**config.mk**
```make
export PLATFORM = sky130hd
export DESIGN_NAME = regfile_bypass
export DESIGN_NICKNAME = d
export VERILOG_FILES = /design/src/rtl/regfile_bypass.sv
export SDC_FILE = /design/constraint.sdc
export NUM_CORES = 1
export LEC_CHECK = 0
export ABC_CLOCK_PERIOD_IN_PS = 7720
export CAP_MARGIN = 20
export CORE_ASPECT_RATIO = 1.5
export CORE_MARGIN = 3
export CORE_UTILIZATION = 50
export CTS_CLUSTER_SIZE = 40
export DETAILED_ROUTE_END_ITERATION = 10
export GPL_TIMING_DRIVEN = 0
export PLACE_DENSITY = 0.7
export SLEW_MARGIN = 25
export SYNTH_ARGS = -nofsm -noshare
export SYNTH_HDL_FRONTEND = slang
export SYNTH_SLANG_ARGS = --single-unit
```
**constraint.sdc**
```tcl
create_clock -name clk -period 7.72 [get_ports clk]
set_clock_uncertainty 0.05 [all_clocks]
set_input_delay 0.772 -clock clk [delete_from_list [all_inputs] [get_ports clk]]
set_output_delay 0.772 -clock clk [all_outputs]
set_load 0.02 [all_outputs]
```
**src/rtl/regfile_bypass.sv**
```systemverilog
// rtl/regfile_bypass.sv - 8x16 register file, two async read ports, one sync write port, write-to-read bypass
module regfile_bypass #(
    parameter int WIDTH = 16,
    parameter int NREGS = 8,
    localparam int SELW = $clog2(NREGS)
) (
    input  logic             clk,
    input  logic             rst,
    input  logic [SELW-1:0]  read1RegSel,
    input  logic [SELW-1:0]  read2RegSel,
    input  logic [SELW-1:0]  writeRegSel,
    input  logic [WIDTH-1:0] writeData,
    input  logic             writeEn,
    output logic [WIDTH-1:0] read1Data,
    output logic [WIDTH-1:0] read2Data,
    output logic             err
);

    logic [WIDTH-1:0] regs_q [NREGS];
    logic             err_q;
    logic             err_d;
    logic             first_q;

    always_ff @(posedge clk or posedge rst) begin
        if (rst) begin
            for (int i = 0; i < NREGS; i++) begin
                regs_q[i] <= '0;
            end
        end else if (writeEn) begin
            regs_q[writeRegSel] <= writeData;
        end
    end

    // first_q marks the first edge after reset release; a write there is flagged but still commits
    always_comb begin
        err_d = err_q;
        if (first_q && writeEn) begin
            err_d = 1'b1;
        end
    end

    always_ff @(posedge clk or posedge rst) begin
        if (rst) begin
            err_q   <= 1'b0;
            first_q <= 1'b1;
        end else begin
            err_q   <= err_d;
            first_q <= 1'b0;
        end
    end

    // Bypass stays live during reset so a matching read sees writeData
    assign read1Data = (writeEn && (writeRegSel == read1RegSel)) ? writeData : regs_q[read1RegSel];
    assign read2Data = (writeEn && (writeRegSel == read2RegSel)) ? writeData : regs_q[read2RegSel];
    assign err       = err_q;

endmodule

```
==> metrics.txt <==
run status=finished clean; flops & latches, synth=130; metal3 WL=817 um; max-slew violations=0; CP required=6.90 ns; 1st-pass router iterations=5; Post-synth top flop=dfrtp_1; Placed Instance Area=8050 sq um; crit path max fanout=10; delay-heaviest family, CP=buffers and inverters; Post-synth EDFFs=0; clock buffer depth=2; Worst IR Drop VDD=0.219 mV; DIE HEIGHT=155 um; placer congestion estimate=0.776; Area growth, synth to finish=17.3%; via count=4,369; final worst-path cycle share=50.4%; Num CTS Buffers=17; Initial Util=51.2%; Final Setup Violations=0; Crit path largest cell delay=0.81 ns; first-pass GRT wire length=29,100 um; drt wl/cell=25.9 um; Power Total=2.52 mW; share of cells above drive strength 1=60.1%; final design utilization=60.0%; DP Cell Count=688; largest net degree at the start of global routing=100; Async S/R FF share, synth=100%; pre-CTS setup slack=3.85 ns; later-pin clock latency in the skew report=0.42 ns; cts repair resizes=0; Crit. End Element=output port; crit path max-delay cell type=clkbuf_1; clock sinks=130; RSZ-0062 raised after global routing=no; Synth area leader=dfrtp_1; Die X-Extent=106 um; maxcap violations=0; post-synth top area share=43.4%; Overflow after GRT=0; ANT nets after route=0; top post-synthesis cells by area=dfrtp_1 43%, mux2_2 28%, mux4_2 15%; top routing layer in use=met4; Setup crit start kind=input port; metal2 WL=9970 um; Seq/Total Area, Yosys=43.8%; vias in the first global route=4,793; Worst slew margin=31.2%; nets=539; slack of the critical path=3.83 ns; IO Pins=61; detailed placer's ending HPWL=12,100 um; CP most frequent cell=mux2_2; top post-synthesis cells by count=185 x mux2_2, 129 x dfrtp_1, 50 x mux4_2; WP data arrival=3.07 ns; Final Cell Area=8720 sq um; f_max=0.257 GHz; final hold slack=0.413 ns; count of final hold-check violations=0; Site Rows=54; PD cells=289 nW/um^2; drt drc=0; antenna violations before repair=0; Fin Setup TNS=0 ns; gate count after technology mapping=457; Worst Setup Path Type=input port to output port; final antenna diode count=0; Syn Nets=485; area of the core=14,500 sq um; Pleak=3.56 nW; most frequent cell after synthesis=mux2_2; Least-Margin Pin Slew=1.03 ns; met1 WL=7390 um; final wirelength=18,600 um; clk slew on worst S/H paths=0.05 ns; root buffer cell=clkbuf_16; htree depth=4; average size of a mapped cell=16.3 sq um; min-delay worst type=register to register; CTS tree=built; All-Layer GR Usage=24.5%; Worst Path Buf+Inv=3; count of cell types in the netlist=24; Ys Warns=0; cells along the critical path=buf_2 > clkbuf_1 > mux2_2 > mux2_2 > clkdlybuf4s50_1; non-filler cells, final=720; Post-CTS Setup Bufs=0; synthesized area=7430 sq um; Initial DRC Count=157; vias per inst=6.07; IO Port Bufs=34; Hold Buf Count CTS=0; Tmin final=3.89 ns; full die area=16,400 sq um
==> cell families after synthesis <==
family          Yosys count  synth area share (%)
xor+xnor                  6                 0.707
flops                   130                  43.8
other cells               1                0.0505
compound gates            1                 0.101
mux                     256                  49.5
simple gates             12                  1.52
buf+inv                  51                  4.29
==> routing by layer <==
metal / global-route usage, % / vias up
met4: 10.3 / 0
met5: 0 / -
met3: 4.52 / 33
met1: 29.8 / 2339
li1: - / 1886
met2: 42.6 / 111
==> placed cells by master, fill, tap and decap left out, types with 2 or more instances in the layout <==
cell type,n
clkbuf_1,2
nand4_2,2
buf_6,6
buf_1,16
mux2_2,185
bufinv_16,6
buf_12,2
clkinv_2,4
clkbuf_16,17
clkdlybuf4s50_1,34
xnor2_1,6
dfrtp_1,129
buf_4,4
nand4b_1,3
mux4_1,14
nor3b_2,2
mux4_2,50
nor3_2,2
clkinvlp_4,4
buf_2,19
mux2_4,7
==> path summary, 6_finish.rpt <==
kind | end | cells after the start | slack [ns] | startpoint
setup reg to reg | regs_q[123] | 1 | 6.87 | regs_q[123]
setup / recovery | read1Data[0] | 5 | 3.83 | read1RegSel[2]
min in group asynchronous | regs_q[100] | 2 | 0.65 | rst
hold / removal | err | 1 | 0.41 | err
hold reg to reg | err | 1 | 0.41 | err
max in group asynchronous | first_q | 3 | 6.18 | rst
==> sequential cells by signal (all words and copies together), names as in the netlist <==
name	count
first_q	1
regs_q	128
err	1
==> power by group <==
part           internal (mW)  leakage, nW  switching [mW]
sequential             0.832         1.56           0.105
combinational          0.422         1.69           0.252
clock                  0.602        0.315           0.302
total                   1.86         3.56           0.660
==> area by class of cell <==
cell class                 instances  area, sq um
fill                            1156         5810
multi-input combinational        276         3860
sequential                       130         3250
clock buffer                      17          425
timing repair buffer              35          368
buffer                            50          315
tap                              196          245
clock inverter                    15          239
inverter                           1         11.3
Power figures use the tool's default switching activity.
